$ cat src/rtl/mul2_share_arbiter.sv
// Round-robin arbiter sharing one external W x W multiplier between two requesters.
// Latches the winner's operands, registers the returned product and tags it with the winner id.
module mul2_share_arbiter #(
    parameter int unsigned W = 2
) (
    input  logic             clk,
    input  logic             rst,
    input  logic             req0,
    input  logic [W-1:0]     a0,
    input  logic [W-1:0]     b0,
    input  logic             req1,
    input  logic [W-1:0]     a1,
    input  logic [W-1:0]     b1,
    output logic             ack0,
    output logic             ack1,
    output logic [W-1:0]     mul_a,
    output logic [W-1:0]     mul_b,
    input  logic [2*W-1:0]   mul_z,
    output logic [2*W-1:0]   z_out,
    output logic             z_valid,
    output logic             z_id,
    output logic             busy
);

    typedef enum logic [1:0] {
        StIdle = 2'd0,
        StCalc = 2'd1,
        StDone = 2'd2
    } state_e;

    state_e           state_q, state_d;
    logic             ack0_q, ack0_d;
    logic             ack1_q, ack1_d;
    logic [W-1:0]     mul_a_q, mul_a_d;
    logic [W-1:0]     mul_b_q, mul_b_d;
    logic [2*W-1:0]   z_out_q, z_out_d;
    logic             z_valid_q, z_valid_d;
    logic             z_id_q, z_id_d;
    logic             busy_q, busy_d;
    logic             id_q, id_d;
    logic             last_q, last_d;
    logic             grant0, grant1;

    // On contention the requester that was not served last wins.
    always_comb begin
        grant0 = req0 && (!req1 || last_q);
        grant1 = req1 && !grant0;
    end

    always_comb begin
        state_d   = state_q;
        ack0_d    = 1'b0;
        ack1_d    = 1'b0;
        mul_a_d   = mul_a_q;
        mul_b_d   = mul_b_q;
        z_out_d   = z_out_q;
        z_valid_d = 1'b0;
        z_id_d    = z_id_q;
        id_d      = id_q;
        last_d    = last_q;
        case (state_q)
            StIdle: begin
                if (grant0 || grant1) begin
                    mul_a_d = grant0 ? a0 : a1;
                    mul_b_d = grant0 ? b0 : b1;
                    id_d    = grant1;
                    ack0_d  = grant0;
                    ack1_d  = grant1;
                    state_d = StCalc;
                end
            end
            StCalc: begin
                z_out_d   = mul_z;
                z_id_d    = id_q;
                z_valid_d = 1'b1;
                last_d    = id_q;
                state_d   = StDone;
            end
            StDone: begin
                state_d = StIdle;
            end
            default: begin
                state_d = StIdle;
            end
        endcase
        busy_d = (state_d != StIdle);
    end

    always_ff @(posedge clk) begin
        if (rst) begin
            state_q   <= StIdle;
            ack0_q    <= 1'b0;
            ack1_q    <= 1'b0;
            mul_a_q   <= '0;
            mul_b_q   <= '0;
            z_out_q   <= '0;
            z_valid_q <= 1'b0;
            z_id_q    <= 1'b0;
            busy_q    <= 1'b0;
            id_q      <= 1'b0;
            last_q    <= 1'b1;
        end else begin
            state_q   <= state_d;
            ack0_q    <= ack0_d;
            ack1_q    <= ack1_d;
            mul_a_q   <= mul_a_d;
            mul_b_q   <= mul_b_d;
            z_out_q   <= z_out_d;
            z_valid_q <= z_valid_d;
            z_id_q    <= z_id_d;
            busy_q    <= busy_d;
            id_q      <= id_d;
            last_q    <= last_d;
        end
    end

    assign ack0    = ack0_q;
    assign ack1    = ack1_q;
    assign mul_a   = mul_a_q;
    assign mul_b   = mul_b_q;
    assign z_out   = z_out_q;
    assign z_valid = z_valid_q;
    assign z_id    = z_id_q;
    assign busy    = busy_q;

endmodule

$ cat config.mk
export PLATFORM = sky130hd
export DESIGN_NAME = mul2_share_arbiter
export DESIGN_NICKNAME = d
export VERILOG_FILES = /design/src/rtl/mul2_share_arbiter.sv
export SDC_FILE = /design/constraint.sdc
export NUM_CORES = 1
export LEC_CHECK = 0
export CORE_MARGIN = 8
export CORE_UTILIZATION = 39
export DETAILED_ROUTE_END_ITERATION = 10
export GPL_TIMING_DRIVEN = 1
export PLACE_DENSITY = 0.73
export SYNTH_ARGS = -nofsm -noshare
export SYNTH_HDL_FRONTEND = slang
export SYNTH_SLANG_ARGS = --single-unit
$ cat constraint.sdc
create_clock -name clk -period 1.2 [get_ports clk]
set_input_delay 0.24 -clock clk [delete_from_list [all_inputs] [get_ports clk]]
set_output_delay 0.24 -clock clk [all_outputs]
set_load 0.01 [all_outputs]
==> load_flow_metrics.sql, run 1 <==
INSERT INTO impl_metrics (metric_group, metric, value, unit) VALUES
('sta', 'holdWs', '0.4538', 'ns'),
('finish', 'seq_area', '321.6', 'sq um'),
('clock_network', 'cts.sink_count', '16', ''),
('worst_hold_path', 'hold_end', 'z_out[1]', ''),
('grt', 'grt_pass1_wl', '2573', 'um'),
('grt', 'grt_antenna_before_repair', '0', ''),
('sta', 'slew_violations', '0', ''),
('die', 'floorplan_core_area', '1652', 'sq um'),
('sta', 'final_critical_path_setup_slack', '0.06191', 'ns'),
('sta', 'timing.clock.skew', '0.008172', 'ns'),
('synth', 'synth-warning-count', '0', ''),
('synth', 'synth.top_cell.area_share', '48.48', '%'),
('synth', 'synth_area_leaders', 'sky130_fd_sc_hd__dfxtp_1 (48%), sky130_fd_sc_hd__a21oi_1 (9.1%), sky130_fd_sc_hd__a311oi_2 (9.1%), sky130_fd_sc_hd__nand2_1 (8.0%), sky130_fd_sc_hd__nand3_1 (3.8%)', ''),
('setup_path', 'r2r_slack', '0.11', 'ns'),
('die', 'width_of_the_chip', '57.16', 'um'),
('clock_network', 'worstSkewPairLatency', '0.28', 'ns'),
('sta', 'final_worst_path_period_need', '1.138', 'ns'),
('clock_network', 'clock_tree.buffer_depth', '2', ''),
('flow_run', 'cap_viol_max_count', '0', ''),
('worst_hold_path', 'hold_path_startpoint', 'z_out[1]', ''),
('drt', 'drt_first_iter_violations', '14', ''),
('placement', 'gp_congestion', '0.8645', ''),
('placement', 'portBuffers', '28', ''),
('setup_path', 'reg2reg_start', 'last_q', ''),
('sta', 'final.period_utilization', '94.84', '%'),
('drt', 'drtPass1Iterations', '4', ''),
('clock_network', 'cts.htree.levels', '1', ''),
('setup_path', 'critical-path-slowest-cell', 'sky130_fd_sc_hd__dfxtp_2', ''),
('setup_path', 'worst-endpoint-required', '0.96', 'ns'),
('setup_path', 'endpoint_kind', 'output pin', ''),
('die', 'floorplan.initialDensity', '40.00', '%'),
('finish', 'fin_nets', '124', ''),
('worst_hold_path', 'holdCritPathClass', 'reg -> reg', ''),
('synth', 'synth-seq-area-share', '48.48', '%'),
('die', 'dieHeight', '57.16', 'um'),
('grt', 'grt_overflow', '0', ''),
('setup_path', 'critical_path.max_stage_delay', '0.37', 'ns'),
('sta', 'tightest_slew', '0.2913', 'ns'),
('placement', 'dp_hpwl', '1300', 'um'),
('setup_path', 'worst_path_buffer_plus_inverter_count', '1', ''),
('drt', 'viasPerCell', '4.895', ''),
('grt', 'vias_in_the_first_global_route', '576', ''),
('grt', 'grt_start_max_net_pins', '10', ''),
('sta', 'setup_viol', '0', ''),
('run_status', 'run_status', 'finished clean', ''),
('synth', 'post_synth_instance_area', '660.6', 'sq um'),
('sta', 'hold_viol', '0', ''),
('setup_path', 'cp_top_family', 'flip-flops', ''),
('synth', 'leading_cell_type_by_number_of_instances_after_synthesis', 'sky130_fd_sc_hd__dfxtp_1', ''),
('setup_path', 'reg2reg_to', 'mul_a[1]', ''),
('die', 'pin_count', '29', ''),
('clock_network', 'clkSlewWorstSetupHoldPaths', '0.09', 'ns'),
('finish', 'area_added_between_synthesis_and_finish', '50.95', '%'),
('synth', 'yosysUniqueCellTypes', '22', ''),
('setup_path', 'timing.critical_path.depth', '1', ''),
('setup_path', 'timing.critical_path.arrival', '0.90', 'ns'),
('synth', 'synth.net_count', '90', ''),
('finish', 'antenna-diode-count', '0', ''),
('grt', 'track_usage', '9.748', '%'),
('setup_path', 'worstPathCellList', 'clkdlybuf4s15_1', ''),
('finish', 'fillers', '166', ''),
('synth', 'list_of_most_frequent_post_synthesis_cells', 'sky130_fd_sc_hd__dfxtp_1 (16), sky130_fd_sc_hd__nand2_1 (14), sky130_fd_sc_hd__a21oi_1 (12)', ''),
('power_and_ir_drop', 'vdd.ir_drop.worst', '0.6807', 'mV'),
('setup_path', 'worst_r2r_path_depth', '3', ''),
('clock_network', 'clk_root_buffer_cell', 'sky130_fd_sc_hd__clkbuf_4', ''),
('sta', 'max_clock_freq', '878.7', 'MHz'),
('synth', 'yosys_most_used_dff', 'sky130_fd_sc_hd__dfxtp_1', ''),
('power_and_ir_drop', 'power.static_leakage', '0.0004269', 'uW'),
('finish', 'multiInputGateArea', '310.3', 'sq um'),
('drt', 'post-route-drc-count', '0', ''),
('power_and_ir_drop', 'report.power.total', '1225', 'uW');
kinds of logic (layout without fill, tap and decap cells):
family	Yosys count	count (layout)	synth area share, %
flops	16	16	48.49
buf+inv	5	38	4.544
simple gates	32	32	25.00
compound gates	21	21	21.97
cells in the final DEF (no fill, tap or decap), types with 2 or more instances in the layout:
| cell | n |
|---|---|
| sky130_fd_sc_hd__nor2_2 | 2 |
| sky130_fd_sc_hd__buf_4 | 5 |
| sky130_fd_sc_hd__dlygate4sd2_1 | 11 |
| sky130_fd_sc_hd__o21ai_1 | 4 |
| sky130_fd_sc_hd__clkdlybuf4s50_1 | 15 |
| sky130_fd_sc_hd__nand2_1 | 14 |
| sky130_fd_sc_hd__clkdlybuf4s15_1 | 2 |
| sky130_fd_sc_hd__nor2_1 | 2 |
| sky130_fd_sc_hd__a21oi_1 | 12 |
| sky130_fd_sc_hd__clkbuf_4 | 3 |
| sky130_fd_sc_hd__nand3_1 | 5 |
| sky130_fd_sc_hd__a311oi_2 | 4 |
| sky130_fd_sc_hd__dfxtp_1 | 15 |
sequential cells by signal (all words and copies together), names as in the netlist:
| name | flops |
|---|---|
| ack0 | 1 |
| ack1 | 1 |
| busy | 1 |
| id_q | 1 |
| last_q | 1 |
| mul_a | 2 |
| mul_b | 2 |
| state_q | 1 |
| z_id | 1 |
| z_out | 4 |
| z_valid | 1 |
worst max-delay path by stage:
stage,to,slack [ns]
after floorplan,mul_a[1],0.19
after global placement,mul_a[1],-0.21
after detailed placement,mul_a[1],-0.25
after CTS,z_valid,0.002
after global routing,mul_b[0],0.007
final,z_valid,0.06
metal layers:
layer  vias to the layer above  track usage (%)  wire, um
met4                         0            4.027        12
li1                        325                -         -
met1                       270            11.35       739
met3                         2            3.326        59
met2                        10            15.81       791
met5                         -                0         0
what timing repair did:
action                     in CTS  in global routing
buffers inserted                0                  0
setup endpoints to repair      13                  2
resized for setup              14                  2
where the power goes:
part / switching (uW) / internal (uW)
combinational: 130 / 142
sequential: 22.5 / 575
clock: 171 / 184
stage by stage:
stage / std cells / TNS (ns)
floorplan: 74 / 0
global placement: 120 / -1.258
detailed placement: 120 / -1.374
CTS: 124 / 0
global route: 124 / 0
finish: 124 / 0
area by class of cell:
cell class | count | area share, %
inverter | 1 | 0.3764
clock buffer | 4 | 3.639
timing repair buffer | 33 | 30.49
sequential | 16 | 32.25
multi-input combinational | 53 | 31.12
tap | 17 | 2.133
Note: power is estimated with default switching activity, not from simulation.
==> inputs of run 2 (changes only) <==
Settings changed: HOLD_SLACK_MARGIN from default to 0.06, SKIP_LAST_GASP from default to 1.
==> results of run 2 <==
Same layout as run 1: the final DEF is identical, and so are final timing and power.
Main changes from that run: number of gates resized after CTS 14 -> 13
==> inputs of run 3 (changes only) <==
Settings changed: TNS_END_PERCENT from default to 10.
==> run 3 against run 2 <==
The run now ends with negative setup slack left. Combinational power up 6%. Total power up 1.5%. Global-route usage about the same. Register-to-register slack about the same. Design area up 1.3%. Sequential power about the same. First-iteration DRC count down 7.1%. Maximum frequency down 19%. Die area unchanged. Critical endpoint is now z_out[0]. Largest power group unchanged.
==> load_flow_metrics.sql, run 3 (synthesis gave the netlist of run 1 again) <==
INSERT INTO impl_metrics (metric_group, metric, value, unit) VALUES
('sta', 'slew_headroom', '80.73', '%'),
('finish', 'seq_area', '320.3', 'sq um'),
('setup_path', 'setup.worst_path.class', 'reg -> out', ''),
('placement', 'dp_cells', '120', ''),
('sta', 'slew_violations', '0', ''),
('placement', 'gp_congestion', '0.8645', ''),
('die', 'floorplan.initialDensity', '40.00', '%'),
('finish', 'fin_nets', '124', ''),
('sta', 'final_critical_path_setup_slack', '-0.2038', 'ns'),
('finish', 'antenna-diode-count', '0', ''),
('sta', 'holdWs', '0.4567', 'ns'),
('run_status', 'run_status', 'finished with violations', ''),
('setup_path', 'worstPathCellList', 'clkdlybuf4s50_1', ''),
('setup_path', 'critical_path.max_stage_delay', '0.55', 'ns'),
('die', 'pin_count', '29', ''),
('drt', 'drtPass1Iterations', '4', ''),
('setup_path', 'worst_path_buffer_plus_inverter_count', '1', ''),
('worst_hold_path', 'holdCritPathClass', 'reg -> reg', ''),
('clock_network', 'cts.sink_count', '16', ''),
('grt', 'vias_in_the_first_global_route', '570', ''),
('clock_network', 'cts_tree', 'yes', ''),
('die', 'floorplan_core_area', '1652', 'sq um'),
('drt', 'post-route-drc-count', '0', ''),
('sta', 'rsz_0062_raised_after_global_routing', 'yes', ''),
('die', 'rows', '15', ''),
('setup_path', 'start_kind', 'flop', ''),
('drt', 'final_antenna_net_count', '0', ''),
('finish', 'final_common_cell', 'sky130_fd_sc_hd__clkdlybuf4s50_1', ''),
('drt', 'detail_route.wl_per_cell', '12.89', 'um'),
('setup_path', 'timing.critical_path.depth', '1', ''),
('sta', 'setup_viol', '11', ''),
('finish', 'fillers', '157', ''),
('placement', 'detailedPlace.worstSlack', '-0.2548', 'ns'),
('die', 'width_of_the_chip', '57.16', 'um'),
('finish', 'instances_no_fill', '124', ''),
('grt', 'grt_start_max_net_pins', '10', ''),
('grt', 'grt_antenna_before_repair', '0', ''),
('power_and_ir_drop', 'vdd.ir_drop.worst', '0.6930', 'mV'),
('clock_network', 'clk_root_buffer_cell', 'sky130_fd_sc_hd__clkbuf_4', ''),
('run_status', 'failed_checks', 'negative setup slack', ''),
('finish', 'layout-drive-gt1-share', '16.82', '%'),
('clock_network', 'cts.htree.levels', '1', ''),
('grt', 'grt_pass1_wl', '2553', 'um'),
('setup_path', 'endpoint_kind', 'output pin', ''),
('die', 'dieHeight', '57.16', 'um'),
('placement', 'dp_hpwl', '1300', 'um'),
('sta', 'final.period_utilization', '117.0', '%'),
('grt', 'track_usage', '9.704', '%'),
('finish', 'area_added_between_synthesis_and_finish', '52.84', '%'),
('placement', 'portBuffers', '28', ''),
('drt', 'viasPerCell', '4.871', ''),
('setup_path', 'worst-endpoint-required', '0.96', 'ns'),
('power_and_ir_drop', 'power.density_cell_area', '1231', 'nW/um^2'),
('drt', 'route.vias.total', '604', ''),
('setup_path', 'crit_path_max_fanout', '2', ''),
('drt', 'routed_wirelength', '1598', 'um'),
('clock_network', 'cts-buffers-inserted', '3', ''),
('setup_path', 'timing.critical_path.arrival', '1.16', 'ns'),
('finish', 'multiInputGateArea', '310.3', 'sq um'),
('setup_path', 'worst_r2r_path_depth', '3', ''),
('drt', 'drt_first_iter_violations', '13', ''),
('sta', 'hold_viol', '0', ''),
('finish', 'number_of_flip_flops_in_the_largest_register', '4', ''),
('power_and_ir_drop', 'power.static_leakage', '0.0004038', 'uW'),
('clock_network', 'worstSkewPairLatency', '0.28', 'ns'),
('clock_network', 'clock_tree.buffer_depth', '2', ''),
('sta', 'max_clock_freq', '712.3', 'MHz'),
('flow_run', 'cap_viol_max_count', '0', ''),
('setup_path', 'critical-path-slowest-cell', 'sky130_fd_sc_hd__clkdlybuf4s50_1', ''),
('sta', 'timing.clock.skew', '0.006169', 'ns'),
('worst_hold_path', 'hold-path-cell-count', '2', ''),
('grt', 'grt_overflow', '0', ''),
('sta', 'tightest_slew', '0.2891', 'ns'),
('clock_network', 'clkSlewWorstSetupHoldPaths', '0.09', 'ns'),
('sta', 'final_worst_path_period_need', '1.404', 'ns'),
('setup_path', 'cp_top_family', 'buffers and inverters', ''),
('finish', 'mostFrequentLayoutCells', 'sky130_fd_sc_hd__clkdlybuf4s50_1 (25), sky130_fd_sc_hd__dfxtp_1 (16), sky130_fd_sc_hd__nand2_1 (14)', ''),
('die', 'die_area', '3267', 'sq um');
run 3: power breakdown:
group          total (uW)  internal [uW]  leakage [uW]  switching [uW]
registers             597            574      0.000132            23.0
clock network         357            184     0.0000210             172
logic                 289            159      0.000251             130
total                1240            917      0.000404             326
run 3: timing repair:
item / CTS / global route
gates resized for setup: 2 / 1
buffers inserted: 0 / 0
hold buffers: 0 / 0
endpoints found under the setup margin: 13 / 13
run 3: worst paths after layout:
check	from	endpoint	slack, ns
max	z_out[0]	z_out[0]	-0.20
min	z_out[1]	z_out[1]	0.46
max reg2reg	last_q	mul_a[1]	0.11
min reg2reg	z_out[1]	z_out[1]	0.46
run 3: stage by stage:
stage,utilization (%),TNS (ns),instance area [sq um],total power [uW]
after floorplan,-,0,660.6,757.9
after global placement,58.94,-1.258,973.4,904.4
after detailed placement,58.94,-1.374,973.4,906.8
after CTS,60.98,-2.210,1007,1252
after global routing,61.14,-2.422,1010,1308
final,61.14,-1.858,1010,1243
run 3: per-layer routing:
metal | routed length [um] | track usage, % | up-vias
met5 | 0 | 0 | -
met1 | 740 | 11.35 | 269
li1 | - | - | 325
met4 | 12 | 4.027 | 0
met2 | 789 | 15.81 | 8
met3 | 57 | 3.104 | 2
run 3: area by class of cell:
class                      count  area share, %
sequential                    16          31.72
timing repair buffer          33          31.47
multi-input combinational     53          30.73
clock buffer                   4          3.594
tap                           17          2.107
inverter                       1         0.3717
==> edit 1, RTL diff (settings of run 2) <==
Re-encode `state_e` (3 states) as one-hot, 3 bits wide.
--- a/src/rtl/mul2_share_arbiter.sv
+++ b/src/rtl/mul2_share_arbiter.sv
@@ -22,10 +22,10 @@
     output logic             busy
 );
 
-    typedef enum logic [1:0] {
-        StIdle = 2'd0,
-        StCalc = 2'd1,
-        StDone = 2'd2
+    typedef enum logic [2:0] {
+        StIdle = 3'b001,
+        StCalc = 3'b010,
+        StDone = 3'b100
     } state_e;
 
     state_e           state_q, state_d;
Behaviour: same outputs for any inputs over 10 cycles, from zero or initial values and one cycle with rst high; not proved beyond that.
==> edit 1 against run 2 <==
Sequential cell count is 1 higher. Total power is 5.0% lower. Setup slack worse by 0.020 ns. Sequential power is 5.7% higher. First-iteration DRC count is 21% higher. Cell area is 5.4% lower. Via count is 13% lower. Critical endpoint is now id_q. Count of clock-buffer cells in the layout stayed put. Area after synthesis is 8.3% lower. Routed wire length is 6.3% lower. Cell count is 11% lower.
==> edit 1: results (changes against run 2) <==
Parameter                              Value

Timing
  Worst setup skew after layout    0.002813 ns (-0.005359 ns)
  Smallest hold slack    0.4556 ns (+0.001856 ns)

Routing
  Final wirelength    1.502 mm (-6.3%)
  Total number of vias    529 (-13%)
  Routed via count divided by cell count    4.809 (-1.8%)
  Iter 0 DRT Violations    17 (+3)

Worst setup path
  Reg2Reg Depth    3 (unchanged)
  Cell class contributing the biggest share of worst-path delay    simple AND/OR/NAND/NOR gates
  Delay of the slowest critical-path stage    0.39 ns (+0.02 ns)
  Category of the worst setup path capture point    register
  Slowest library cell on the worst path    sky130_fd_sc_hd__nor4b_4

Placement
  Detailed placer's ending HPWL    1.218 mm (-6.4%)
  Placed Area    928.4 µm² (-4.6%)
  RD Place Congestion    0.7456 (-14%)
  Pre-CTS setup slack    -0.3802 ns (-0.1253 ns)

Synth
  Avg Synthesized Cell Area    10.26 µm² (+15%)
  Top area cells in the synthesized netlist    sky130_fd_sc_hd__dfxtp_1, sky130_fd_sc_hd__nand2_1, sky130_fd_sc_hd__mux2i_1
  Library cells used by synthesis    16 (-27%)
  Commonest cells in the synthesized netlist    sky130_fd_sc_hd__dfxtp_1, sky130_fd_sc_hd__nand2_1, sky130_fd_sc_hd__a21oi_1, sky130_fd_sc_hd__nor2_1
  Sequential fraction of the synthesis area    56.20% (+7.7 points)
  Syn nets    75 (-17%)
  Post-synthesis compound-gate area fraction    15.91% (-6.1 points)
  Portion of netlist area occupied by mux cells    6.612% (+6.6 points)

Hold path
  Hold Path End    z_out[3]
  Hold Crit Start    z_out[3]

Power and ir drop
  Maximum ir drop on the vdd rail    734.7 µV (+7.9%)
  Switching part of the total power    26.00% (-0.47 points)

Global routing
  Overall routing resource usage    10.14% (+0.39 points)

Run status
  Outcome    complete, no violations

Layout
  Filler instances    130 (-22%)
  Fraction of layout cells with a size suffix above 1    17.02% (-0.74 points)
==> edit 1: layer usage <==
layer,wire length (µm),share of wire (%),track usage (%),vias up
li1,-,-,-,273
met5,0,0,0,-
met1,641,43,11.86,239
met2,757,50,16.83,14
met3,78,5.2,2.740,3
met4,24,1.6,4.225,0
==> edit 1: cell type report <==
type | instances | area share (%)
clock buffers | 4 | 2.785
inverters | 2 | 0.9284
multi-input cells | 39 | 27.45
flip-flops and latches | 17 | 36.21
well taps | 16 | 2.122
repair buffers | 32 | 30.50
==> edit 1: logic make-up after synthesis <==
logic type / Yosys count
mux: 4
compound gates: 13
buf+inv: 3
simple gates: 22
flops: 17
==> edit 1: what timing repair did <==
item	in CTS	in global routing
resized for setup	19	2
pin swaps	2	2
setup endpoints to repair	17	3
==> edit 1: tightest hold or removal path, stage by stage (launching register included) <==
cell and delay (ns):
sky130_fd_sc_hd__dfxtp_1 0.32, sky130_fd_sc_hd__nand2_1 0.05, sky130_fd_sc_hd__a21oi_1 0.05
==> edit 2, RTL diff (settings of run 2) <==
Without the edit above. Change the parameter `W` from 2 to 4.
--- a/src/rtl/mul2_share_arbiter.sv
+++ b/src/rtl/mul2_share_arbiter.sv
@@ -1,7 +1,7 @@
 // Round-robin arbiter sharing one external W x W multiplier between two requesters.
 // Latches the winner's operands, registers the returned product and tags it with the winner id.
 module mul2_share_arbiter #(
-    parameter int unsigned W = 2
+    parameter int unsigned W = 4
 ) (
     input  logic             clk,
     input  logic             rst,
Ports: changed (8 resized); port bits go from 29 to 49. No check against the original RTL was run, so the function may have changed too.
==> edit 2 against run 2 <==
Routed wire length grew 79%. Cell area is 58% higher. Clock power grew 17%. Die area increased by 31%. Sequential cell count grew 8. Combinational power is 73% higher. Clock skew is 0.0031 ns lower. Total power increased by 46%. First-iteration DRC count rose to 3.5 times the old value. Area after synthesis rose by 44%. Setup slack worse by 0.024 ns. Maximum frequency decreased by 2.1%. Synthesized cell count is 53% higher. Sequential power grew 52%. Critical path type unchanged. Largest power group unchanged.
==> edit 2: results (changes against run 2) <==
Parameter                              Value

Placement
  Placed Area    1514 µm² (+56%)
  PortBufs    48 (+71%)
  RD Place Congestion    0.7502 (-13%)
  Detailed placer's ending HPWL    2.184 mm (+68%)
  Pre-CTS setup slack    -0.4117 ns (-0.1568 ns)

Run status
  Outcome    complete, no violations

Worst setup path
  CP Data Arrival Time    0.92 ns (+0.02 ns)
  R2R setup slack    0.04 ns (-0.07 ns)
  Biggest fanout along the worst timing path    2 (-3)
  Worst setup path end    mul_a[1]
  Startpoint of the worst setup timing path    mul_a[1]
  Startpoint of the worst-slack reg-to-reg timing path    state_q[1]
  Slowest library cell on the worst path    sky130_fd_sc_hd__dfxtp_1
  Reg2Reg Depth    5 (+2)
  R2R Path End    mul_a[0]

Global routing
  Overall routing resource usage    12.59% (+2.8 points)
  Wire length of the first global-routing pass    4.450 mm (+73%)
  Maximum number of pins on one net before global-route repair    14 (+4)

Synth
  Library cells used by synthesis    20 (-9.1%)
  Commonest cells in the synthesized netlist    sky130_fd_sc_hd__dfxtp_1, sky130_fd_sc_hd__nand2_1, sky130_fd_sc_hd__a21oi_1
  Sequential fraction of the synthesis area    50.53% (+2.0 points)
  Syn nets    141 (+57%)
  Share of flip-flops with an asynchronous set or reset after synthesis    0% (unchanged)
  Top area cells in the synthesized netlist    sky130_fd_sc_hd__dfxtp_1, sky130_fd_sc_hd__a21oi_1, sky130_fd_sc_hd__nand2_1
  Avg Synthesized Cell Area    8.415 µm² (-5.7%)

Routing
  Routed via count divided by cell count    5.064 (+3.4%)
  Final wirelength    2.870 mm (+79%)
  Total number of vias    1033 (+70%)
  Iter 0 DRT Violations    49 (+35)

Clock network
  Source-to-sink clock delay at the later pin of the worst-skew pair    0.31 ns (+0.03 ns)
  Clock transition at the register clock pins on the worst setup and hold paths after CTS    0.13 ns (+0.04 ns)
  CTS resizes    24 (+11)

Hold path
  Path category of the worst min-delay check    in -> reg

Timing
  Worst setup skew after layout    0.005066 ns (-0.003106 ns)
  Maximum clock rate    860.2 MHz (-2.1%)
  Measured slew at the worst slew-check pin    0.3590 ns (+0.06773 ns)

Power and ir drop
  Maximum ir drop on the vdd rail    958.6 µV (+41%)
  Leak Pwr    0.6491 nW (+52%)

Layout
  Fraction of layout cells with a size suffix above 1    21.26% (+3.5 points)
  NumNets Final    203 (+64%)
  Flip-flop count of the largest register, all copies and words added    8 (+4)
edit 2: where the power goes:
group          switching [W]  internal (W)
clock network       0.000231      0.000185
logic               0.000213      0.000257
registers          0.0000399      0.000866
total               0.000484       0.00131
edit 2: cells by family (layout without fill, tap and decap cells):
| kind of cell | after synthesis | after routing | share of synthesized area (%) |
|---|---|---|---|
| and+or+nand+nor | 43 | 44 | 21.45 |
| AOI/OAI and AO/OA | 37 | 37 | 22.90 |
| buffers and inverters | 9 | 69 | 5.131 |
| DFF | 24 | 24 | 50.53 |
edit 2: stage by stage:
step	hold WS, ns	util, %	setup TNS (ns)
after floorplan	0.3121	-	0
after global placement	0.4424	63.42	-3.744
after detailed placement	0.4465	63.42	-4.280
after CTS	0.4582	64.20	-0.003507
after global routing	0.4014	66.20	-0.05856
final	0.3851	66.20	0
edit 2: per-layer routing:
metal  track usage, %  wire [µm]
met4            4.632         16
met5                0          0
met1            13.45       1196
met3            5.952        290
met2            21.16       1366
edit 2: cell type report:
type	count	area [µm²]
Multi-Input combinational cell	81	446.7
Sequential cell	24	485.5
Clock buffer	4	36.28
Timing Repair Buffer	64	568.0
Fill cell	219	807.0
Inverter	1	6.256
Tap cell	30	37.54
edit 2: worst min path at each step:
stage / from / endpoint / slack, ns / cells after the start
finish: req1 / ack1 / 0.39 / 4
global route: req1 / ack1 / 0.40 / 4
CTS: mul_z[7] / z_out[7] / 0.46 / 3
detailed placement: z_out[4] / z_out[4] / 0.45 / 2
global placement: z_out[6] / z_out[6] / 0.44 / 2
floorplan: rst / mul_a[1] / 0.31 / 1
edit 2: worst min-delay path, delay by kind of cell:
kind	cells	cell delay, ns
buf+inv	2	0.34
simple gates	2	0.09
